**config.mk**
```make
export PLATFORM = sky130hd
export DESIGN_NAME = serial_adder
export DESIGN_NICKNAME = d
export VERILOG_FILES = /design/src/rtl/adder_pkg.sv /design/src/rtl/full_adder.sv /design/src/rtl/serial_adder.sv
export SDC_FILE = /design/constraint.sdc
export NUM_CORES = 1
export LEC_CHECK = 0
export ABC_AREA = 0
export BUFFER_PORTS_ARGS = -buffer_cell sky130_fd_sc_hd__buf_2
export CELL_PAD_IN_SITES_DETAIL_PLACEMENT = 0
export CELL_PAD_IN_SITES_GLOBAL_PLACEMENT = 1
export CORE_UTILIZATION = 39
export DETAILED_ROUTE_END_ITERATION = 7
export PLACE_DENSITY_LB_ADDON = 0.1
export SLEW_MARGIN = 40
export SYNTH_ARGS = -nofsm -noshare
export SYNTH_HDL_FRONTEND = slang
export SYNTH_SLANG_ARGS = --single-unit
```
**constraint.sdc**
```tcl
create_clock -name clk -period 1.65 [get_ports clk]
set_input_delay 0.33 -clock clk [delete_from_list [all_inputs] [get_ports clk]]
set_output_delay 0.33 -clock clk [all_outputs]
set_load 0.01 [all_outputs]
```
**src/rtl/adder_pkg.sv**
```systemverilog
// ---------------------------------------------------------------
// adder_pkg: shared FSM encoding and default width for serial_adder
// Rev 1.0
// ---------------------------------------------------------------
`default_nettype none

package adder_pkg;

  localparam int unsigned ADDER_WIDTH = 8;

  typedef enum logic [1:0] {
    ST_IDLE  = 2'd0,
    ST_SHIFT = 2'd1,
    ST_DONE  = 2'd2
  } state_e;

endpackage

`default_nettype wire

```
**src/rtl/full_adder.sv**
```systemverilog
// ---------------------------------------------------------------
// full_adder: one-bit combinational adder cell
// Rev 1.0
// ---------------------------------------------------------------
`default_nettype none

module full_adder (
  input  logic a,
  input  logic b,
  input  logic cin,
  output logic s,
  output logic cout
);

  assign s    = a ^ b ^ cin;
  assign cout = (a & b) | (cin & (a ^ b));

endmodule

`default_nettype wire

```
**src/rtl/serial_adder.sv**
```systemverilog
// ---------------------------------------------------------------
// serial_adder: bit-serial a+b+cin, LSB first, one bit per clock
// Rev 1.0
// ---------------------------------------------------------------
`default_nettype none

module serial_adder
  import adder_pkg::*;
#(
  parameter int unsigned WIDTH = ADDER_WIDTH
) (
  input  logic             clk,
  input  logic             rst_n,
  input  logic             in_valid,
  output logic             in_ready,
  input  logic [WIDTH-1:0] a,
  input  logic [WIDTH-1:0] b,
  input  logic             cin,
  output logic             out_valid,
  input  logic             out_ready,
  output logic [WIDTH-1:0] sum,
  output logic             cout,
  output logic             ovf,
  output logic             busy
);

  localparam int unsigned CW = $clog2(WIDTH + 1);
  localparam logic [CW-1:0] LAST_BIT = CW'(WIDTH - 1);

  state_e            state_q, state_d;
  logic [CW-1:0]     cnt_q, cnt_d;
  logic [WIDTH-1:0]  a_q, a_d;
  logic [WIDTH-1:0]  b_q, b_d;
  logic [WIDTH-1:0]  res_q, res_d;
  logic [WIDTH-1:0]  sum_q, sum_d;
  logic              carry_q, carry_d;
  logic              cout_q, cout_d;
  logic              ovf_q, ovf_d;
  logic              fa_s;
  logic              fa_co;

  full_adder u_fa (
    .a    (a_q[0]),
    .b    (b_q[0]),
    .cin  (carry_q),
    .s    (fa_s),
    .cout (fa_co)
  );

  always_ff @(posedge clk or negedge rst_n) begin
    if (!rst_n) begin
      state_q <= ST_IDLE;
      cnt_q   <= '0;
      a_q     <= '0;
      b_q     <= '0;
      res_q   <= '0;
      sum_q   <= '0;
      carry_q <= 1'b0;
      cout_q  <= 1'b0;
      ovf_q   <= 1'b0;
    end else begin
      state_q <= state_d;
      cnt_q   <= cnt_d;
      a_q     <= a_d;
      b_q     <= b_d;
      res_q   <= res_d;
      sum_q   <= sum_d;
      carry_q <= carry_d;
      cout_q  <= cout_d;
      ovf_q   <= ovf_d;
    end
  end

  always_comb begin
    state_d = state_q;
    cnt_d   = cnt_q;
    a_d     = a_q;
    b_d     = b_q;
    res_d   = res_q;
    sum_d   = sum_q;
    carry_d = carry_q;
    cout_d  = cout_q;
    ovf_d   = ovf_q;
    case (state_q)
      ST_IDLE: begin
        if (in_valid) begin
          a_d     = a;
          b_d     = b;
          carry_d = cin;
          cnt_d   = '0;
          state_d = ST_SHIFT;
        end
      end
      ST_SHIFT: begin
        a_d     = a_q >> 1;
        b_d     = b_q >> 1;
        carry_d = fa_co;
        res_d   = {fa_s, res_q[WIDTH-1:1]};
        cnt_d   = cnt_q + CW'(1);
        // On the MSB edge carry_q is the carry into the MSB, giving ovf directly
        if (cnt_q == LAST_BIT) begin
          sum_d   = {fa_s, res_q[WIDTH-1:1]};
          cout_d  = fa_co;
          ovf_d   = carry_q ^ fa_co;
          state_d = ST_DONE;
        end
      end
      ST_DONE: begin
        if (out_ready) begin
          cnt_d   = '0;
          state_d = ST_IDLE;
        end
      end
      default: state_d = ST_IDLE;
    endcase
  end

  assign in_ready  = (state_q == ST_IDLE);
  assign out_valid = (state_q == ST_DONE);
  assign busy      = (state_q != ST_IDLE);
  assign sum       = sum_q;
  assign cout      = cout_q;
  assign ovf       = ovf_q;

endmodule

`default_nettype wire

```
==> results of run 1 <==
cell usage after synthesis, types with 2 or more instances:
| library cell | instances | area [sq um] |
|---|---|---|
| o21ai_0 | 18 | 90.1 |
| dfrtp_1 | 40 | 1000 |
| mux2_2 | 8 | 90.1 |
| nand3_1 | 2 | 10.0 |
| mux2_4 | 9 | 135 |
| buf_4 | 2 | 15.0 |
| inv_1 | 5 | 18.8 |
| and2b_1 | 2 | 15.0 |
| nor2b_1 | 3 | 18.8 |
| buf_6 | 2 | 22.5 |
| mux2i_1 | 15 | 150 |
| clkbuf_1 | 3 | 11.3 |
| nand2_1 | 20 | 75.1 |
| a21oi_1 | 4 | 20.0 |
what timing repair did:
item	in CTS	in global routing
endpoints found under the setup margin	1	2
hold buffers	1	0
endpoints found under the hold margin	5	0
resized for setup	2	1
cells by family after synthesis:
group                      after synthesis
and+or+nand+nor                         33
adders and majority gates                2
AOI/OAI and AO/OA                       28
buffers and inverters                   14
DFF                                     40
xor gates and xnor gates                 1
muxes                                   32
worst min-delay path: stages:
cell and delay, ns:
buf_2 0.07, mux2i_1 0.05, o21ai_0 0.12
power groups by stage:
stage / clock network, mW / logic (mW) / registers, mW
3_3_place_gp: 0 / 1.59 / 1.70
4_1_cts: 0.694 / 1.64 / 1.71
6_report: 0.664 / 1.62 / 1.70
3_5_place_dp: 0 / 1.63 / 1.73
5_1_grt: 0.729 / 1.81 / 1.77
2_1_floorplan: 0 / 1.22 / 1.71
cell type report:
cell class / instances / area (sq um) / area share, %
Sequential cell: 40 / 1000 / 45.9
Multi-Input combinational cell: 96 / 743 / 34.1
Timing Repair Buffer: 41 / 260 / 11.9
Clock buffer: 7 / 86.3 / 3.96
Tap cell: 52 / 65.1 / 2.98
Inverter: 5 / 18.8 / 0.860
Clock inverter: 1 / 7.51 / 0.344
flip-flops by register name, summed over array words and instances (netlist names):
name and count:
a_q 8, b_q 8, sum 8, res_q 7, cnt_q 4, state_q 2
carry_q 1, cout 1, ovf 1
metrics by stage:
step | instance area (sq um) | instances
after global placement | 2070 | 233
after global routing | 2180 | 242
final | 2180 | 242
after detailed placement | 2070 | 233
after CTS | 2180 | 242
after floorplan | 1830 | 150
layer usage:
layer / wire length (um) / track usage, % / vias up
li1: - / - / 595
met1: 1510 / 18.5 / 578
met2: 1490 / 23.9 / 30
met3: 130 / 4.18 / 5
met4: 36 / 4.76 / 0
met5: 0 / 0 / -
final timing paths:
check | start | endpoint | slack [ns] | cells after the start
worst max-delay path | state_q[1] | in_ready | 0.08 | 4
worst min-delay path | cin | carry_q | 0.33 | 3
worst max register to register | state_q[1] | sum[6] | 0.14 | 4
worst min register to register | a_q[1] | a_q[1] | 0.48 | 2
max in group asynchronous | rst_n | b_q[7] | 0.65 | 3
min in group asynchronous | rst_n | sum[7] | 0.53 | 2
==> reports/metrics.csv, run 1 <==
stage,metric,value,unit
outcome,status,finished with violations,
outcome,violations,design-rule violations,
timing,clock_skew,0.00575,ns
pwr,p_sw_share,33.3,%
global_routing,grt_pass1_wl,5640,um
yosys,yosysWarnings,0,
critical_path,cp_max_fo,10,
yosys,synth.yosys.seq_area_share,54.7,%
final_layout,layout-drive-gt1-share,35.8,%
drt,viasPerCell,4.99,
clock_tree,h-tree-depth,2,
pwr,seqPwrFrac,42.7,%
clock_tree,cts_buffers,5,
critical_path,slowest_delay,0.39,ns
yosys,synth_area,0.00183,sq mm
yosys,synth_top_family_by_area,multiplexers,
placed_design,portBuffers,33,
timing,finalSetupViolCount,0,
yosys,ys_types,31,
timing,fmax,638,MHz
critical_path,cp_slowest_cell,dfrtp_1,
clock_tree,clkLatencyLatePin,0.28,ns
final_layout,n_antenna_cell,0,
timing,setup_tns,0,ns
drt,drt_iter0_markers,67,
critical_path,start_kind,flip-flop,
drt,totalWireLength,3170,um
global_routing,grt_pass1_vias,1223,
global_routing,antenna_found_initial,0,
yosys,synth-edff-count,0,
drt,wl_per_cell,13.1,um
yosys,async_reset_ff_share,100,%
die,rows,24,
timing,rsz0062_at_grt,no,
timing,slew_headroom,68.9,%
pwr,vdd_drop_max,0.868,mV
global_routing,grt-ovfl-total,0,
yosys,muxShareOfSynthArea,20.5,%
final_layout,final_cell_mix,"dfrtp_1 (40), buf_2 (33), nand2_1 (20), o21ai_0 (18), mux2i_1 (15)",
clock_tree,clk_path_buf_depth,2,
timing,setup_ws,0.0817,ns
yosys,syn_nets,173,
clock_tree,clkTransAtPathRegs,0.08,ns
yosys,synth_compound_area_share,8.61,%
pwr,power_density,1830,mW/mm^2
timing,fin_crit,1.57,ns
clock_tree,clockRootBuffer,clkbuf_8,
critical_path,crit_arrival,1.24,ns
critical_path,cp_data_required_time,1.32,ns
yosys,synth-xor-area-share,0.478,%
yosys,synth_fa_ha_area_share,1.78,%
final_layout,area.growth.synth_to_final,19.2,%
critical_path,end_kind,primary output,
timing,holdWs,0.327,ns
critical_path,critical_path_class,flip-flop to primary output,
pwr,power_frac_clock,16.7,%
pwr,pwr-share-comb,40.7,%
pwr,power_leakage,1.09,nW
clock_tree,cts_tree,built,
final_layout,final_common_cell,dfrtp_1,
placed_design,place.gp.congestion,0.759,
yosys,synth-seq-cells,40,
placed_design,hpwl,2350,um
die,pin_count,34,
final_layout,num-fill-cells,422,
critical_path,critPathBufInv,3,
clock_tree,clock-sinks,40,
clock_tree,post_cts_buffers,0,
timing,finalCritPeriodShare,95.0,%
yosys,synth-simple-area-share,8.89,%
drt,firstDrtPassIters,8,
critical_path,crit_family,flip-flops,
timing,hold_viol_final,0,
drt,vias,1208,
die,die_w,70.5,um
yosys,synthCells,150,
yosys,syn_area_per_cell,12.2,sq um
hold_path,hold_path_class,input port to flip-flop,
die,die_y,70.5,um
final_layout,fin_nets,212,
timing,worst_pin_slew,0.466,ns
die,coreArea,0.00444,sq mm
yosys,synth_flop_cell,dfrtp_1,
die,start_util,41.2,%
pwr,power,3.98,mW
critical_path,worstPathCellList,buf_6 -> or2_4 -> inv_1 -> buf_2,
placed_design,dp_slack,0.152,ns
global_routing,grt_max_degree,31,
drt,drc,2,
final_layout,final_util,49.1,%
pwr,power_switching,1.33,mW
timing,slew_viol_final,0,
flow_run,cap_violations,0,
die,dieArea,0.00497,sq mm
pwr,p_int,2.66,mW
global_routing,grt_use_total,14.6,%
drt,final_antenna_net_count,0,
Power figures use the tool's default switching activity.
==> inputs of run 2 (changes only) <==
--- a/config.mk
+++ b/config.mk
@@ -9,10 +9,11 @@
 export BUFFER_PORTS_ARGS = -buffer_cell sky130_fd_sc_hd__buf_2
 export CELL_PAD_IN_SITES_DETAIL_PLACEMENT = 0
 export CELL_PAD_IN_SITES_GLOBAL_PLACEMENT = 1
-export CORE_UTILIZATION = 39
+export CORE_UTILIZATION = 43
 export DETAILED_ROUTE_END_ITERATION = 7
 export PLACE_DENSITY_LB_ADDON = 0.1
 export SLEW_MARGIN = 40
 export SYNTH_ARGS = -nofsm -noshare
 export SYNTH_HDL_FRONTEND = slang
+export SYNTH_HIERARCHICAL = 1
 export SYNTH_SLANG_ARGS = --single-unit
==> constraint.sdc (replaced) <==
create_clock -name clk -period 1.49 [get_ports clk]
set_input_delay 0.298 -clock clk [delete_from_list [all_inputs] [get_ports clk]]
set_output_delay 0.298 -clock clk [all_outputs]
set_load 0.01 [all_outputs]
==> run 2 against run 1 <==
Compared with the run above: the run now ends clean; power increased by 5.1%; worst setup slack lost 0.062 ns; critical path depth unchanged; largest cell class unchanged; largest power group unchanged.
==> reports/metrics.csv, run 2 <==
stage,metric,value,unit
yosys,syn_nets,178,
drt,vias,1341,
drt,drc,0,
critical_path,critPathBufInv,3,
drt,wl_met2,1830,um
critical_path,cp_slowest_cell,dfrtp_1,
critical_path,ff2ff_path_depth,3,
placed_design,hpwl,2600,um
timing,hold_viol_final,0,
yosys,yosys.cell_count.top_type,dfrtp_1,
critical_path,worstPathCellList,buf_6 -> or2_4 -> inv_2 -> buf_6,
final_layout,layout-drive-gt1-share,41.0,%
yosys,synth_fa_ha_area_share,1.81,%
final_layout,final_common_cell,dfrtp_1,
clock_tree,cts_tree,built,
pwr,power_leakage,1.13,nW
die,start_util,44.9,%
pwr,p_int,2.86,mW
yosys,muxShareOfSynthArea,11.3,%
yosys,synth-seq-cells,40,
critical_path,crit_arrival,1.17,ns
critical_path,start_kind,flip-flop,
hold_path,hp-start,b[7],
final_layout,area.growth.synth_to_final,26.5,%
hold_path,whs_endpoint,b_q[7],
timing,rsz0062_at_grt,yes,
final_layout,final_cell_mix,"dfrtp_1 (39), buf_2 (31), nand2_1 (18), mux2_2 (18), o21ai_0 (17)",
yosys,synth-xor-area-share,0.487,%
hold_path,holdPathStages,3,
timing,slew_viol_final,0,
drt,routed.top_layer,met4,
critical_path,r2r-start,a_q[0],
pwr,seqPwrFrac,42.7,%
clock_tree,h-tree-depth,2,
clock_tree,clk_path_buf_depth,2,
critical_path,end_kind,primary output,
yosys,synthCells,155,
critical_path,rrSetupSlack,0.05,ns
global_routing,antenna_found_initial,0,
die,die_w,66.7,um
timing,fmax,680,MHz
pwr,p_sw_share,31.7,%
yosys,synth-simple-area-share,12.4,%
timing,finalSetupViolCount,0,
hold_path,hold_path_class,input port to flip-flop,
yosys,synth-edff-count,0,
yosys,synth_top_family_by_area,compound AO/OA/AOI/OAI gates,
clock_tree,clockRootBuffer,clkbuf_8,
timing,fin_crit,1.47,ns
yosys,synth_flop_cell,dfrtp_1,
outcome,status,finished clean,
die,rows,23,
die,die_y,66.7,um
drt,totalWireLength,3580,um
clock_tree,cts_buffers,5,
yosys,synth_top_area_share,55.7,%
critical_path,critical_path_class,flip-flop to primary output,
critical_path,r2r-end,ovf,
drt,wl_met3,134,um
pwr,pwr-share-comb,36.3,%
clock_tree,clkTransAtPathRegs,0.07,ns
drt,firstDrtPassIters,4,
yosys,synth.yosys.seq_area_share,55.7,%
yosys,async_reset_ff_share,100,%
drt,final_antenna_net_count,0,
global_routing,grt_pass1_vias,1415,
drt,viasPerCell,5.26,
clock_tree,clock-sinks,40,
final_layout,fin_nets,227,
critical_path,cp_data_required_time,1.19,ns
global_routing,grt_pass1_wl,6300,um
pwr,vdd_drop_max,0.789,mV
timing,setup_tns,0,ns
critical_path,cp_max_fo,3,
final_layout,n_antenna_cell,0,
global_routing,grt_max_degree,23,
pwr,power_switching,1.33,mW
timing,slew_headroom,69.4,%
yosys,syn_area_per_cell,11.6,sq um
critical_path,crit_top_cell,buf_6,
drt,drt_iter0_markers,80,
pwr,power_density,1840,mW/mm^2
drt,met1_length,1550,um
yosys,synth_area,0.00180,sq mm
drt,wl_per_cell,14.1,um
placed_design,portBuffers,33,
yosys,synth_compound_area_share,14.5,%
timing,clock_skew,0.0107,ns
timing,finalCritPeriodShare,98.6,%
pwr,power,4.19,mW
timing,worst_pin_slew,0.459,ns
clock_tree,clkLatencyLatePin,0.30,ns
yosys,synthTopCellsByCount,"dfrtp_1 (40), mux2_2 (18), nand2_1 (18)",
yosys,yosysWarnings,6,
global_routing,grt_use_total,19.6,%
yosys,synth_top_area_cell,dfrtp_1,
critical_path,slowest_delay,0.39,ns
global_routing,grt-ovfl-total,0,
placed_design,place.gp.congestion,0.718,
pwr,power_frac_clock,21.0,%
die,dieArea,0.00444,sq mm
yosys,synth_area_leaders,"dfrtp_1 (56%), mux2_2 (11%), o21ai_0 (4.7%), and3b_1 (3.9%), nand2_1 (3.8%)",
critical_path,crit_family,flip-flops,
die,coreArea,0.00400,sq mm
yosys,ys_types,31,
flow_run,cap_violations,0,
die,pin_count,34,
-- run 2: cell types whose count changed after synthesis, moves of 2 or more --
cell,before,now
and3b_1,0,8
nor2b_1,3,5
a21oi_1,4,10
mux2i_1,15,0
nand2_1,20,18
mux2_4,9,0
a22oi_1,0,7
buf_2,1,4
mux2_2,8,18
-- run 2: worst max path at each step --
stage	from	end	slack (ns)	depth (start not counted)
4_1_cts	cnt_q[0]	sum[5]	0.002	5
5_1_grt	state_q[1]	in_ready	-0.02	4
3_3_place_gp	state_q[0]	sum[4]	0.04	4
2_1_floorplan	state_q[0]	in_ready	0.06	4
6_report	state_q[1]	in_ready	0.02	4
3_5_place_dp	cnt_q[0]	sum[5]	0.02	5
-- run 2: layout make-up --
cell class / instances / area [sq um]
clock buffer: 6 / 72.6
inverter: 4 / 15.0
sequential: 40 / 1000
fill: 373 / 1730
multi-input combinational: 101 / 748
tap: 50 / 62.6
clock inverter: 2 / 35.0
timing repair buffer: 52 / 339
-- run 2: worst min-delay path, delay by kind of cell --
kind,cells,cell delay (ns)
buf+inv,1,0.08
compound gates,2,0.17
-- run 2: what timing repair did --
action                     in CTS  in global routing
setup buffers                   2                  1
setup endpoints to repair       6                 14
hold endpoints to repair       18                  0
pin swaps                       1                  2
hold buffers                    1                  0
gates resized for setup         6                  4
-- run 2: through the flow --
stage | hold WS (ns) | setup slack, ns | std cells | instance area, sq um | utilization (%)
4_1_cts | 0.285 | 0.00157 | 254 | 2240 | 56.1
2_1_floorplan | 0.00241 | 0.0630 | 155 | 1800 | -
6_report | 0.290 | 0.0202 | 255 | 2270 | 56.9
3_3_place_gp | 0.263 | 0.0415 | 243 | 2100 | 52.4
5_1_grt | 0.301 | -0.0221 | 255 | 2270 | 56.9
3_5_place_dp | 0.273 | 0.0206 | 243 | 2100 | 52.4
-- run 2: power by group through the flow --
stage | sequential, mW | clock [mW] | combinational, mW
floorplan | 1.80 | 0 | 0.933
global placement | 1.79 | 0 | 1.41
detailed placement | 1.81 | 0 | 1.47
CTS | 1.79 | 0.899 | 1.53
global route | 1.85 | 0.937 | 1.71
finish | 1.79 | 0.877 | 1.52
-- run 2: cell families (layout without fill, tap and decap cells) --
logic type | Yosys count | in the layout
AO/OA/AOI/OAI | 41 | 41
flip-flops | 40 | 40
AND/OR/NAND/NOR | 39 | 39
multiplexers | 18 | 18
buffers and inverters | 14 | 64
adder cells (fa/ha/maj) | 2 | 2
XOR/XNOR | 1 | 1
-- run 2: per-layer routing --
layer	track usage [%]	vias to the layer above
met1	22.9	657
met4	9.57	0
met5	0	-
met3	5.14	6
met2	33.1	28
li1	-	650
==> inputs of run 3 (changes only) <==
--- a/config.mk
+++ b/config.mk
@@ -11,6 +11,7 @@
 export CELL_PAD_IN_SITES_GLOBAL_PLACEMENT = 1
 export CORE_UTILIZATION = 43
 export DETAILED_ROUTE_END_ITERATION = 7
+export GPL_TIMING_DRIVEN = 0
 export PLACE_DENSITY_LB_ADDON = 0.1
 export SLEW_MARGIN = 40
 export SYNTH_ARGS = -nofsm -noshare
==> run 3 against run 2 <==
Compared with the run above: first-iteration DRC count is 55% lower; critical endpoint unchanged; the run now ends with negative setup slack left; worst hold slack improved by 0.0070 ns; highest routed layer unchanged; routed wire length up 6.4%.
==> reports/metrics.csv, run 3 (same netlist as run 2, synthesis figures left out) <==
stage,metric,value,unit
timing,rsz0062_at_grt,yes,
pwr,power_frac_clock,21.4,%
global_routing,antenna_found_initial,0,
die,die_w,66.7,um
die,rows,23,
drt,vias,1318,
pwr,vdd_drop_max,0.612,mV
pwr,p_sw_share,30.8,%
placed_design,dp_slack,-0.102,ns
timing,slew_headroom,65.9,%
global_routing,grt_use_total,20.2,%
timing,setup_ws,-0.0378,ns
critical_path,cp_data_required_time,1.19,ns
drt,drc,0,
global_routing,grt_max_degree,41,
pwr,power_leakage,1.18,nW
drt,drt_iter0_markers,36,
critical_path,cp-startpoint,state_q[1],
hold_path,hold_path_class,input port to flip-flop,
timing,hold_viol_final,0,
clock_tree,clockRootBuffer,clkbuf_8,
final_layout,layout-drive-gt1-share,42.4,%
die,dieArea,0.00444,sq mm
pwr,power_density,1880,mW/mm^2
pwr,pwr-share-comb,38.4,%
clock_tree,cts_tree,built,
final_layout,final_common_cell,dfrtp_1,
clock_tree,clkLatencyLatePin,0.29,ns
drt,totalWireLength,3820,um
placed_design,hpwl,2540,um
global_routing,grt-ovfl-total,0,
clock_tree,clk_path_buf_depth,2,
clock_tree,h-tree-depth,2,
pwr,power_switching,1.38,mW
pwr,p_int,3.10,mW
final_layout,fin_nets,232,
critical_path,rrSetupSlack,0.01,ns
die,coreArea,0.00400,sq mm
final_layout,final_cell_mix,"dfrtp_1 (40), buf_2 (33), nand2_1 (17), o21ai_0 (17), buf_4 (12)",
drt,wl_per_cell,14.7,um
critical_path,critical_path_class,flip-flop to primary output,
pwr,seqPwrFrac,40.2,%
timing,setup_tns,-0.0676,ns
global_routing,busiest_layer,met2,
final_layout,area.growth.synth_to_final,32.4,%
timing,fmax,655,MHz
clock_tree,cts_buffers,5,
placed_design,portBuffers,33,
outcome,status,finished with violations,
global_routing,grtUsageMet1,25.8,%
critical_path,start_kind,flip-flop,
drt,viasPerCell,5.07,
clock_tree,clock-sinks,40,
global_routing,grt_pass1_vias,1328,
timing,worst_pin_slew,0.511,ns
timing,slew_viol_final,0,
drt,firstDrtPassIters,4,
die,start_util,44.9,%
timing,finalCritPeriodShare,103,%
global_routing,use_met2,32.2,%
timing,fin_crit,1.53,ns
placed_design,place.gp.congestion,0.709,
die,pin_count,34,
global_routing,use_met3,6.16,%
critical_path,crit_arrival,1.23,ns
critical_path,r2r-start,state_q[1],
timing,clock_skew,0.00413,ns
die,die_y,66.7,um
drt,final_antenna_net_count,0,
final_layout,n_antenna_cell,0,
global_routing,grt_pass1_wl,6430,um
flow_run,cap_violations,0,
outcome,violations,negative setup slack,
critical_path,end_kind,primary output,
timing,finalSetupViolCount,2,
hold_path,hp-start,b[0],
critical_path,cp_max_fo,2,
clock_tree,clkTransAtPathRegs,0.08,ns
-- run 3: layer usage --
layer | part of all wire (%) | vias to the layer above | routed length [um]
li1 | - | 652 | -
met1 | 45 | 628 | 1730
met2 | 49 | 31 | 1860
met3 | 4.4 | 7 | 167
met4 | 1.5 | 0 | 57
met5 | 0 | - | 0
-- run 3: power groups by stage --
| stage | combinational [mW] | clock [mW] | sequential, mW |
|---|---|---|---|
| after global routing | 1.91 | 1.05 | 1.86 |
| after CTS | 1.62 | 0.996 | 1.80 |
| after global placement | 1.30 | 0 | 1.79 |
| after floorplan | 0.933 | 0 | 1.80 |
| after detailed placement | 1.36 | 0 | 1.82 |
| final | 1.72 | 0.960 | 1.80 |
-- run 3: area by class of cell --
class | count | area, sq um
clock buffers | 7 | 96.3
fillers | 337 | 1620
repair buffers | 48 | 307
multi-input cells | 101 | 806
inverters | 4 | 15.0
plain buffers | 9 | 63.8
clock inverters | 1 | 30.0
well taps | 50 | 62.6
flip-flops and latches | 40 | 1000
-- run 3: final timing paths --
path                                 end  cells after the start
worst max-delay path            in_ready                      4
worst min register to register    b_q[6]                      2
worst min-delay path              b_q[0]                      3
min in group asynchronous       res_q[4]                      2
max in group asynchronous         b_q[1]                      2
worst max register to register    sum[3]                      5
-- run 3: per-stage QoR --
step | area [sq um] | util (%) | instances | power (mW) | hold WS [ns]
6_report | 2380 | 59.5 | 260 | 4.48 | 0.297
2_1_floorplan | 1800 | - | 155 | 2.73 | 0.00241
3_3_place_gp | 2030 | 50.6 | 238 | 3.10 | 0.461
5_1_grt | 2380 | 59.5 | 260 | 4.82 | 0.296
3_5_place_dp | 2030 | 50.7 | 238 | 3.18 | 0.312
4_1_cts | 2320 | 58.1 | 255 | 4.42 | 0.287
-- run 3: worst max-delay path, cell delays in order (launching register included) --
cell and delay [ns]:
dfrtp_1 0.42, clkbuf_8 0.15, or2_4 0.22, inv_2 0.05, buf_6 0.09
-- run 3: timing repair --
| item | 4_1_cts | 5_1_grt |
|---|---|---|
| buffers inserted | 8 | 5 |
| resized for setup | 27 | 5 |
| pin swaps | 2 | 2 |
| gates cloned | 1 | 0 |
| setup endpoints to repair | 12 | 20 |
| hold buffers | 1 | 0 |
| endpoints found under the hold margin | 40 | 0 |
